<file path="config.mk">
export PLATFORM = sky130hd
export DESIGN_NAME = conv_encoder
export DESIGN_NICKNAME = d
export VERILOG_FILES = /design/src/rtl/viterbi_pkg.sv /design/src/rtl/conv_encoder.sv
export SDC_FILE = /design/constraint.sdc
export NUM_CORES = 1
export LEC_CHECK = 0
export ABC_AREA = 1
export BUFFER_PORTS_ARGS = -buffer_cell sky130_fd_sc_hd__buf_2
export CORE_MARGIN = 10
export CORE_UTILIZATION = 52
export CTS_CLUSTER_DIAMETER = 150
export DETAILED_ROUTE_END_ITERATION = 8
export PLACE_DENSITY = 0.84
export SETUP_SLACK_MARGIN = 0.3
export SYNTH_ARGS = -nofsm -noshare
export SYNTH_HDL_FRONTEND = slang
export SYNTH_SLANG_ARGS = --single-unit
</file>
<file path="constraint.sdc">
create_clock -name clock -period 1.8 [get_ports clock]
set_input_delay 0.54 -clock clock [delete_from_list [all_inputs] [get_ports clock]]
set_output_delay 0.54 -clock clock [all_outputs]
set_load 0.1 [all_outputs]
</file>
<file path="src/rtl/viterbi_pkg.sv">
// Shared trellis definitions for the convolutional encoder / Viterbi decoder link:
// constraint length, generator polynomials, encoder FSM states and the parity helper.
package viterbi_pkg;

  localparam int K = 4;

  // Bit K-1 of each generator taps the current input bit.
  localparam logic [K-1:0] G0 = 4'b1101;
  localparam logic [K-1:0] G1 = 4'b1111;

  typedef enum logic {
    ST_DATA,
    ST_TAIL
  } enc_state_e;

  function automatic logic conv_parity(input logic [K-1:0] w, input logic [K-1:0] g);
    return ^(w & g);
  endfunction

endpackage

</file>
<file path="src/rtl/conv_encoder.sv">
// Rate-1/2, K=4 convolutional encoder that frames FRAME_LEN information bits and
// appends K-1 zero tail bits so the decoder's trellis always restarts from state 0.
module conv_encoder
  import viterbi_pkg::*;
#(
  parameter int FRAME_LEN = 16
) (
  input  logic       clock,
  input  logic       reset,
  input  logic       din,
  input  logic       din_valid,
  output logic       din_ready,
  output logic [1:0] Tx,
  output logic       seqrdy,
  input  logic       tx_ready,
  output logic       sof,
  output logic       eof
);

  // The counter serves both phases, so it must also reach K-2 when FRAME_LEN is tiny.
  localparam int DATA_W = $clog2(FRAME_LEN + 1);
  localparam int TAIL_W = $clog2(K);
  localparam int CNT_W  = (DATA_W > TAIL_W) ? DATA_W : TAIL_W;

  localparam logic [CNT_W-1:0] LAST_DATA = CNT_W'(FRAME_LEN - 1);
  localparam logic [CNT_W-1:0] LAST_TAIL = CNT_W'(K - 2);

  enc_state_e       state_q, state_d;
  logic [K-2:0]     sr_q, sr_d;
  logic [CNT_W-1:0] cnt_q, cnt_d;
  logic [1:0]       tx_q, tx_d;
  logic             seqrdy_q, seqrdy_d;
  logic             sof_q, sof_d;
  logic             eof_q, eof_d;

  logic             out_free;
  logic             advance;
  logic             enc_bit;
  logic [K-1:0]     window;

  // NOTE: every signal written here gets a default first; a path that skips an
  // assignment would otherwise infer a latch.
  always_comb begin
    out_free  = !seqrdy_q || tx_ready;
    din_ready = (state_q == ST_DATA) && out_free;
    enc_bit   = (state_q == ST_DATA) ? din : 1'b0;
    window    = {enc_bit, sr_q};

    state_d  = state_q;
    sr_d     = sr_q;
    cnt_d    = cnt_q;
    tx_d     = tx_q;
    seqrdy_d = seqrdy_q;
    sof_d    = sof_q;
    eof_d    = eof_q;
    advance  = 1'b0;

    unique case (state_q)
      ST_DATA: begin
        if (din_valid && din_ready) begin
          advance = 1'b1;
          sof_d   = (cnt_q == '0);
          eof_d   = 1'b0;
          if (cnt_q == LAST_DATA) begin
            cnt_d   = '0;
            state_d = ST_TAIL;
          end else begin
            cnt_d = cnt_q + 1'b1;
          end
        end
      end
      ST_TAIL: begin
        // Tail bits are self-timed: they only wait for room at the output.
        if (out_free) begin
          advance = 1'b1;
          sof_d   = 1'b0;
          eof_d   = (cnt_q == LAST_TAIL);
          if (cnt_q == LAST_TAIL) begin
            cnt_d   = '0;
            state_d = ST_DATA;
          end else begin
            cnt_d = cnt_q + 1'b1;
          end
        end
      end
    endcase

    if (advance) begin
      tx_d     = {conv_parity(window, G0), conv_parity(window, G1)};
      sr_d     = window[K-1:1];
      seqrdy_d = 1'b1;
    end else if (out_free) begin
      seqrdy_d = 1'b0;
      sof_d    = 1'b0;
      eof_d    = 1'b0;
    end
  end

  // NOTE: state registers use non-blocking assignments so every flop samples
  // pre-edge values regardless of statement order.
  always_ff @(posedge clock or posedge reset) begin
    if (reset) begin
      state_q  <= ST_DATA;
      sr_q     <= '0;
      cnt_q    <= '0;
      tx_q     <= 2'b00;
      seqrdy_q <= 1'b0;
      sof_q    <= 1'b0;
      eof_q    <= 1'b0;
    end else begin
      state_q  <= state_d;
      sr_q     <= sr_d;
      cnt_q    <= cnt_d;
      tx_q     <= tx_d;
      seqrdy_q <= seqrdy_d;
      sof_q    <= sof_d;
      eof_q    <= eof_d;
    end
  end

  assign Tx     = tx_q;
  assign seqrdy = seqrdy_q;
  assign sof    = sof_q;
  assign eof    = eof_q;

endmodule

</file>
[Word level (Yosys, flattened, before mapping)]
Cells that the tools add are included.
Word-level totals
  word-level logic and storage cells: 48
  output and inout port bits: 6
  register bits after elaboration: 14
  input port bits: 5
Operators by class
  add/sub/neg operators: 1
  eq/ne operators: 4
  reduce and logical (&&, ||, !) cells: 9
  mux-type cells: 26
  bitwise logic cells: 1
Operators with widths (number)
  $mux 5: 4
  $mux 1: 17
  $pmux 5 s2: 1
  $pmux 1 s2: 4
  $reduce_xor 4->1: 2
  $add 5x1->5 const B: 1
  $eq 5x2->1 const B: 1
  $eq 5x4->1 const B: 1
  $logic_not 5->1: 1
  $ne 2x1->1 const B: 2
  $logic_and 1x1->1: 2
  $reduce_and 2->1: 1
  $reduce_bool 2->1: 1
  $logic_not 1->1: 1
  $logic_or 1x1->1: 1
  $not 1->1: 1

[Longest topological paths before layout]
Gate-level depths: netlist of run 1.
  depth in word-level cells: 8
  mapped depth: 9
  depth with buffers taken out: 9

[Least setup slack after synthesis of run 1]
OpenSTA, ideal clock, no wires.
  path kind: register -> output
  from: register seqrdy_q, in the netlist seqrdy
  to: output port din_ready
  arrival: 1851 ps
  buffers on the path: 0
  data required time: 1260 ps
  stages on the path, launching flop included: 4
  setup slack: -591 ps
  cells stage by stage: dfrtp_1 inv_1 nor2_4 nor2_2
On the way
  cells in the longest elaborated chain, start to end: 3
Ends and longest elaborated chain
  start: declaration: RTL line conv_encoder.sv:32  | logic seqrdy_q, seqrdy_d;
  start signal: assignment: RTL line conv_encoder.sv:115  | seqrdy_q <= seqrdy_d;
  $logic_not 1->1: RTL line conv_encoder.sv:44  | out_free = !seqrdy_q || tx_ready;
  $logic_or 1x1->1: RTL line conv_encoder.sv:44
  $logic_and 1x1->1: RTL line conv_encoder.sv:45  | din_ready = (state_q == ST_DATA) && out_free;
  end: declaration: RTL line conv_encoder.sv:12  | output logic din_ready,
Every way passes these cells.

[Worst setup path after layout of run 1]
Same ends and word-level chain as after synthesis.

==> results of run 1 <==
[sequential cells by signal, indices dropped and copies added, names as in the netlist]
register / cells
Tx: 2
cnt_q: 5
eof: 1
seqrdy: 1
sof: 1
sr_q: 3
state_q: 1
[how the worst max path moves through the flow]
stage	startpoint	to	slack (ps)	cells after the start
5_1_grt	seqrdy$_DFFE_PP0P_	din_ready	30	4
2_1_floorplan	seqrdy$_DFFE_PP0P_	din_ready	-20	3
4_1_cts	seqrdy$_DFFE_PP0P_	din_ready	80	4
3_3_place_gp	tx_ready	din_ready	240	4
3_5_place_dp	tx_ready	din_ready	220	4
6_report	seqrdy$_DFFE_PP0P_	din_ready	80	4
[power by group]
| group | switching, W | internal [W] | leakage [nW] |
|---|---|---|---|
| Clock | 0.000110 | 0.000123 | 0.0210 |
| Sequential | 0.000123 | 0.000440 | 0.172 |
| Combinational | 0.000707 | 0.000349 | 0.363 |
[synth_stat cells, drive strengths merged]
library cell	count
nand2	33
inv	17
dfrtp	14
nand3	12
nor2	11
ha	5
o21ai	4
a21oi	3
nand4	2
a31oi	1
buf	1
nand3b	1
o211ai	1
o22ai	1
[area by class of cell]
class / count / area (um^2)
Clock buffer: 4 / 36.28
Sequential cell: 14 / 355.3
Multi-Input combinational cell: 74 / 426.7
Tap cell: 16 / 20.02
Timing Repair Buffer: 15 / 138.9
Inverter: 17 / 66.31
Fill cell: 120 / 480.5
[per-layer routing]
layer	GRT usage, %	share of wire [%]	up-vias
met1	12.71	40	360
met5	0	0	-
met4	3.846	1.6	0
met3	2.754	10	4
li1	-	-	370
met2	19.12	49	37
[layout by cell type, fill, tap and decap left out, drive strengths merged]
master,Yosys,routed
o21ai,4,4
nand3,12,12
buf,1,15
clkbuf,0,4
nand4,2,2
a21oi,3,3
dfrtp,14,14
o22ai,1,1
a31oi,1,1
nand3b,1,1
ha,5,5
inv,17,17
o211ai,1,1
nand2,33,33
nor2,11,11
[worst max-delay path: stages (launching register included)]
cell	delay (ps)
dfrtp_4	500
inv_4	60
nor2_4	40
nor2_4	110
buf_12	180
[metrics by stage]
step / setup WS (ps) / instances / hold WS (ps) / util (%) / power (W)
global route: 34.61 / 140 / 329.8 / 68.47 / 0.002003
detailed placement: 223.7 / 132 / 476.1 / 61.00 / 0.001507
CTS: 81.30 / 140 / 293.4 / 67.24 / 0.001830
global placement: 240.4 / 132 / 467.6 / 61.00 / 0.001474
floorplan: -22.41 / 106 / 429.2 / - / 0.001322
finish: 83.97 / 140 / 285.8 / 68.47 / 0.001852
[logic make-up after synthesis]
logic type      count (synthesis)
buf+inv                        18
flops                          14
fa+ha+maj                       5
simple gates                   59
compound gates                 10
[timing repair]
item                                   CTS  global route
endpoints found under the hold margin    0             0
setup endpoints to repair                7             9
gates resized for setup                 10             6
setup buffers                            4             0
gates cloned                             0             0
pin swaps                                1             0
==> impl_metrics.json, run 1 <==
{
  "required_ps": 1260,
  "synth_cell_types": 20,
  "dpl.hpwl_mm": 1.294,
  "synth_xor_area_share_pct": 0,
  "place_congestion": 0.8765,
  "cts_made_buffers": 3,
  "slew_viol_final": 0,
  "cp.arrival_ps": 1180,
  "grt_pass1_vias": 790,
  "synth.ff_latch_count": 14,
  "finalHoldViolations": 0,
  "cts.sinks": 14,
  "synth-simple-area-share_pct": 35.32,
  "grt_max_degree": 15,
  "start_util_pct": 55.09,
  "drv_cap": 0,
  "vias": 771,
  "die_y_um": 60.18,
  "setup_tns_ps": 0,
  "cts_hold_buf": 0,
  "ys_warn_count": 0,
  "cts_root_buf": "clkbuf_4",
  "finalSetupViolCount": 0,
  "period_needed_ps": 1716,
  "syn_to_final_growth_pct": 24.29,
  "yosys.area.top_type": "dfrtp_1",
  "avgSynthCellArea_um2": 7.920,
  "drc_errors": 0,
  "synth_mux_area_share_pct": 0,
  "drt-pass1-iter-count": 4,
  "p_per_area_nw_per_um2": 1775,
  "min_period_over_period_pct": 95.34,
  "grt_pass1_wl_mm": 3.236,
  "clkTransAtPathRegs_ps": 90,
  "avgRoutedWirePerCell_um": 13.18,
  "avgViaCountPerCell": 5.507,
  "antenna_found_initial": 0,
  "yosysTopAreaCellShare_pct": 41.73,
  "synth_fa_ha_area_share_pct": 7.452,
  "layout-drive-gt1-share_pct": 26.61,
  "synth_compound_area_share_pct": 6.557,
  "cts_tree": "done",
  "reg2reg_slack_ps": 380,
  "ant_nets": 0,
  "final_area_um2": 1044,
  "path_max_fanout": 2,
  "path_class": "register to output port",
  "clock_path_buffers": 2,
  "dpl_cell_area_um2": 929.6,
  "dieWidth_um": 60.18,
  "port_buffers": 10,
  "synth_nets": 116,
  "syn_area_um2": 839.6,
  "routed_wl_mm": 1.845,
  "syn_inst": 106,
  "row_count": 14,
  "worstMarginPinSlew_ps": 546.7,
  "r2r_end": "cnt_q[4]$_DFFE_PP0P_",
  "startpoint_type": "register",
  "cts.htree.levels": 1,
  "drtIter0Drc": 28,
  "synth_top_family_by_area": "simple AND/OR/NAND/NOR gates",
  "p_leak_nw": 0.5560,
  "clock_latency_ps": 280,
  "overflow": 0,
  "diodes": 0,
  "reg2reg_depth": 7,
  "io_pins": 11,
  "fmax_mhz": 582.7,
  "dieArea_um2": 3622,
  "synth_area_leaders": "dfrtp_1 42%, nand2_1 13%, ha_1 7.5%",
  "yosysSeqAreaShare_pct": 41.73,
  "fin_nets": 135,
  "grt_usage_pct": 11.05,
  "fin_skew_ps": 2.611,
  "core_um2": 1524,
  "relSlewSlack_pct": 63.52,
  "outcome": "finished, final reports clean",
  "min_path_type": "input pin to async pin",
  "peakVddDrop_mv": 0.9305,
  "cp-end-kind": "output port",
  "reg2reg_from": "cnt_q[0]$_DFFE_PP0P_",
  "rsz0062_at_grt": "true"
}
No activity file was read; power rests on OpenSTA's default activity.
==> inputs of run 2 (changes only) <==
Settings changed: CORE_UTILIZATION 52 to 45, MAX_ROUTING_LAYER set to met4, PLACE_DENSITY 0.84 to 0.76.
==> run 2 against run 1 <==
Against the previous run: sequential share of layout area down 0.24 points; wire length down 8.5%; cell area up 1.1%; sequential cell count unchanged; final cell count up 6.4%; critical path type unchanged; global-route usage down 1.8 points; first-iteration DRC count down 36%; total power down 0.86%; register-to-register slack about the same.
==> impl_metrics.json, run 2 (synthesis results as in run 1) <==
{
  "mostFrequentLayoutCells": "30 x nand2_1, 14 x inv_1, 11 x dfrtp_1, 11 x nand3_1, 7 x nor2_1",
  "syn_to_final_growth_pct": 25.63,
  "antenna_found_initial": 0,
  "finalHoldViolations": 0,
  "fin_nets": 135,
  "cts_tree": "done",
  "p_comb_share_pct": 56.9,
  "cts_made_buffers": 3,
  "avgViaCountPerCell": 4.846,
  "dieWidth_um": 63.20,
  "reg2reg_slack_ps": 370,
  "ant_nets": 0,
  "fin_util_pct": 60.43,
  "dieArea_um2": 3994,
  "drc_errors": 0,
  "diodes": 0,
  "dp_cells": 141,
  "largest_reg_flops": 5,
  "p_per_area_nw_per_um2": 1741,
  "cts_root_buf": "clkbuf_4",
  "drt-pass1-iter-count": 4,
  "core_um2": 1745,
  "switching_power_w": 0.0009205,
  "finalSetupViolCount": 0,
  "switching_share_pct": 50.13,
  "power.internal_w": 0.0009158,
  "worstMarginPinSlew_ps": 536.8,
  "die_y_um": 63.20,
  "crit_chain": "inv_2 > nor2_4 > nor2_4 > buf_12",
  "route.met2.wl_um": 749,
  "relSlewSlack_pct": 64.17,
  "outcome": "finished, final reports clean",
  "clock_latency_ps": 290,
  "min_path_type": "input pin to async pin",
  "path_class": "register to output port",
  "top_layer_used": "met4",
  "vias": 722,
  "startpoint_type": "register",
  "place_congestion": 0.8454,
  "routed_wl_mm": 1.689,
  "row_count": 15,
  "p_clk_share_pct": 12.5,
  "grt_usage_pct": 9.242,
  "drtIter0Drc": 18,
  "grt_max_degree": 15,
  "path_max_fanout": 2,
  "setup_ws_ps": 98.47,
  "avgRoutedWirePerCell_um": 11.34,
  "dpl.hpwl_mm": 1.223,
  "cts.sinks": 14,
  "min_period_over_period_pct": 94.53,
  "required_ps": 1260,
  "reg2reg_from": "cnt_q[1]$_DFFE_PP0P_",
  "critPathMaxStageDelay_ps": 480,
  "slew_viol_final": 0,
  "reg2reg_depth": 7,
  "grt_pass1_vias": 657,
  "io_pins": 11,
  "r2r_end": "cnt_q[4]$_DFFE_PP0P_",
  "layout-drive-gt1-share_pct": 26.61,
  "final_common_cell": "nand2_1",
  "clock_path_buffers": 2,
  "rsz0062_at_grt": "true",
  "p_leak_nw": 0.5581,
  "overflow": 0,
  "instances_no_fill": 149,
  "wl_met3_um": 86,
  "period_needed_ps": 1702,
  "n_fill_cell": 153,
  "fin_skew_ps": 1.250,
  "grt_pass1_wl_mm": 2.870,
  "largest_register": "cnt_q",
  "drv_cap": 0,
  "cp_slowest_cell": "dfrtp_4",
  "cts_hold_buf": 0,
  "seq_power_share_pct": 30.6,
  "cp.arrival_ps": 1160,
  "fmax_mhz": 587.7,
  "place_ws_ps": 230.1,
  "port_buffers": 10,
  "clkTransAtPathRegs_ps": 80,
  "drt-met1-wl_um": 793,
  "setup_tns_ps": 0,
  "start_util_pct": 48.10,
  "peakVddDrop_mv": 1.041,
  "critical_path.most_common_cell": "nor2_4",
  "cp-end-kind": "output port",
  "cts.htree.levels": 1,
  "p_total_w": 0.001836
}
run 2: cell counts in the layout (fill, tap and decap cells not counted):
Identical to the previous run, type by type.
run 2: per-stage QoR:
step	hold WS (ps)	area [um^2]
final	274.9	1055
after detailed placement	477.9	940.9
after global routing	292.6	1055
after global placement	463.3	940.9
after CTS	287.5	1035
after floorplan	429.2	848.3
run 2: how the worst max path moves through the flow:
stage	from	to
after floorplan	seqrdy$_DFFE_PP0P_	din_ready
after global placement	tx_ready	din_ready
after CTS	seqrdy$_DFFE_PP0P_	din_ready
after detailed placement	tx_ready	din_ready
after global routing	seqrdy$_DFFE_PP0P_	din_ready
final	seqrdy$_DFFE_PP0P_	din_ready
run 2: what timing repair did:
item	CTS	global route
pin swaps	1	0
setup endpoints to repair	8	10
setup buffers	4	0
resized for setup	10	6
run 2: power by group through the flow:
stage / sequential [W] / combinational [W] / clock (W)
2_1_floorplan: 0.000758 / 0.000564 / 0
3_3_place_gp: 0.000569 / 0.000908 / 0
3_5_place_dp: 0.000572 / 0.000922 / 0
4_1_cts: 0.000550 / 0.00103 / 0.000236
5_1_grt: 0.000579 / 0.00115 / 0.000254
6_report: 0.000562 / 0.00105 / 0.000229
run 2: worst max-delay path: cells and delay by family (launching register included):
family	cells	cell delay (ps)
AND/OR/NAND/NOR	2	140
flip-flops	1	480
buffers and inverters	2	250
run 2: final cells by class:
cell class | instances | area [um^2] | area share (%)
Sequential cell | 14 | 356.6 | 33.81
Tap cell | 25 | 31.28 | 2.966
Clock buffer | 4 | 36.28 | 3.440
Multi-Input combinational cell | 74 | 424.2 | 40.21
Timing Repair Buffer | 15 | 142.6 | 13.52
Inverter | 17 | 63.81 | 6.050
run 2: layer usage:
metal	vias to the layer above	track usage (%)
li1	372	-
met1	330	10.56
met2	15	13.07
met3	5	2.827
met4	0	7.377
met5	-	-
==> inputs of run 3 (changes only) <==
Settings changed: ABC_AREA 1 to unset.
==> run 3 against run 2 <==
Against the previous run: register-to-register slack lost 210 ps; clock skew is 2.8 ps higher; hold slack gained 2.2 ps; critical path depth is 1 lower; combinational power is 5% higher; fmax decreased by 2.5%; clock power barely moved; sequential power grew 5.2%; count of clock-buffer cells in the layout did not move; non-clock buffer count increased by 15.
==> impl_metrics.json, run 3 <==
{
  "cp.arrival_ps": 1210,
  "use_met2_pct": 14.12,
  "cts_tree": "done",
  "dp_cells": 97,
  "clkTransAtPathRegs_ps": 90,
  "startpoint_type": "register",
  "routed_wl_mm": 1.845,
  "required_ps": 1260,
  "synth-simple-area-share_pct": 21.00,
  "die_y_um": 60.85,
  "p_clk_share_pct": 12.1,
  "relSlewSlack_pct": 64.35,
  "synth_common_cells": "14 x dfrtp_1, 9 x nand2_1, 5 x ha_1, 5 x inv_1, 5 x nand3_1",
  "cpLargestDelayFamily": "flip-flops",
  "reg2reg_slack_ps": 160,
  "rsz0062_at_grt": "true",
  "synth_most_common_cell": "dfrtp_1",
  "cts_root_buf": "clkbuf_4",
  "drtIter0Drc": 25,
  "synth_fa_ha_area_share_pct": 8.333,
  "synth_xor_area_share_pct": 3.500,
  "r2r_end": "cnt_q[3]$_DFFE_PP0P_",
  "overflow": 0,
  "drv_cap": 0,
  "ys_warn_count": 0,
  "grt_pass1_wl_mm": 2.580,
  "dpl.hpwl_mm": 1.037,
  "mostFrequentLayoutCells": "16 x buf_4, 12 x dfrtp_1, 9 x nand2_1",
  "synth.ff_latch_count": 14,
  "setup_ws_ps": 54.87,
  "row_count": 14,
  "critPathMaxStageDelay_ps": 480,
  "grt_pass1_vias": 567,
  "avgViaCountPerCell": 5.388,
  "grt-busiest-layer": "met2",
  "yosysTopAreaCellShare_pct": 46.67,
  "use_met3_pct": 1.879,
  "p_total_w": 0.001919,
  "vias": 652,
  "io_pins": 11,
  "start_util_pct": 48.70,
  "grt_usage_pct": 9.337,
  "drt-pass1-iter-count": 4,
  "fmax_mhz": 573.0,
  "switching_share_pct": 43.80,
  "cts.htree.levels": 1,
  "crit_chain": "nor2b_4 > nor2_4 > buf_12",
  "switching_power_w": 0.0008406,
  "avgRoutedWirePerCell_um": 15.25,
  "path_max_fanout": 2,
  "synth_compound_area_share_pct": 10.50,
  "place_ws_ps": 136.1,
  "layout-drive-gt1-share_pct": 50.48,
  "instances_no_fill": 121,
  "fin_nets": 116,
  "synth-edff-count": 0,
  "power.internal_w": 0.001078,
  "finalHoldViolations": 0,
  "diodes": 0,
  "reg2reg_depth": 7,
  "peakVddDrop_mv": 1.095,
  "async_reset_ff_share_pct": 100.0,
  "synth_nets": 83,
  "fin_skew_ps": 4.034,
  "avgSynthCellArea_um2": 10.28,
  "crit_buf_inv": 1,
  "synth_cell_types": 27,
  "p_comb_share_pct": 57.2,
  "ant_nets": 0,
  "path_class": "register to output port",
  "p_leak_nw": 0.5484,
  "worstMarginPinSlew_ps": 534.1,
  "cp_slowest_cell": "dfrtp_4",
  "ys.flop_type": "dfrtp_1",
  "cp-end-kind": "output port",
  "place_congestion": 0.8015,
  "largest_register": "cnt_q",
  "synth_mux_area_share_pct": 5.833,
  "clock_latency_ps": 290,
  "period_needed_ps": 1745,
  "outcome": "finished, final reports clean",
  "clock_path_buffers": 2,
  "antenna_found_initial": 0,
  "cts_made_buffers": 3,
  "grt_max_degree": 15,
  "synth_area_leaders": "dfrtp_1 47%, ha_1 8.3%, nand2_1 4.5%",
  "cts.sinks": 14,
  "syn_to_final_growth_pct": 54.67,
  "syn_area_um2": 750.7,
  "largest_reg_flops": 5,
  "min_period_over_period_pct": 96.95,
  "seq_power_share_pct": 30.8,
  "min_path_type": "input pin to async pin",
  "drc_errors": 0,
  "dieWidth_um": 60.85,
  "port_buffers": 10,
  "p_per_area_nw_per_um2": 1653,
  "finalSetupViolCount": 0,
  "dieArea_um2": 3702,
  "grt.met1_usage_pct": 11.44,
  "reg2reg_from": "seqrdy$_DFFE_PP0P_",
  "slew_viol_final": 0,
  "synth_top_family_by_area": "simple AND/OR/NAND/NOR gates",
  "yosysSeqAreaShare_pct": 46.67,
  "final_common_cell": "buf_4",
  "core_um2": 1541,
  "yosys.area.top_type": "dfrtp_1",
  "setup_tns_ps": 0,
  "syn_inst": 73
}
## run 3: per-layer routing
layer  vias up  part of all wire (%)
li1        314                     -
met1       317                    42
met2        17                    51
met3         4                   4.7
met4         0                   2.6
met5         -                     0
## run 3: final cells by class
cell class | instances | area [um^2]
timing repair buffer | 30 | 287.8
fill | 100 | 380.4
sequential | 14 | 355.3
tap | 16 | 20.02
inverter | 5 | 21.27
multi-input combinational | 52 | 440.4
clock buffer | 4 | 36.28
## run 3: worst max-delay path by stage
stage,from,end,slack (ps),cells past startpoint
2_1_floorplan,seqrdy$_DFFE_PP0P_,din_ready,-40,2
3_3_place_gp,tx_ready,cnt_q[3]$_DFFE_PP0P_,150,5
3_5_place_dp,cnt_q[1]$_DFFE_PP0P_,cnt_q[1]$_DFFE_PP0P_,140,8
4_1_cts,seqrdy$_DFFE_PP0P_,din_ready,60,3
5_1_grt,seqrdy$_DFFE_PP0P_,din_ready,7,3
6_report,seqrdy$_DFFE_PP0P_,din_ready,50,3
## run 3: metrics by stage
stage	hold slack, ps	utilization (%)	instance area, um^2
2_1_floorplan	429.2	-	779.5
3_3_place_gp	446.9	55.28	852.1
3_5_place_dp	465.0	55.28	852.1
4_1_cts	302.5	63.72	982.2
5_1_grt	310.9	75.32	1161
6_report	277.1	75.32	1161
## run 3: timing repair
item	4_1_cts	5_1_grt
hold buffers	0	0
pin swaps	2	3
hold endpoints to repair	0	0
setup buffers	9	10
setup endpoints to repair	10	16
resized for setup	9	20
gates cloned	0	1
## run 3: power groups by stage
stage                     registers, W  clock network, W  logic (W)
after floorplan               0.000704                 0   0.000486
after global placement        0.000583                 0   0.000733
after detailed placement      0.000592                 0   0.000743
after CTS                     0.000572          0.000233   0.000880
after global routing          0.000610          0.000252    0.00118
final                         0.000591          0.000231    0.00110
## run 3: cell families (layout without fill, tap and decap cells)
family,count (synthesis),count (layout)
simple gates,28,28
flops,14,14
fa+ha+maj,5,5
mux,4,4
buf+inv,7,39
xor+xnor,3,3
compound gates,12,12
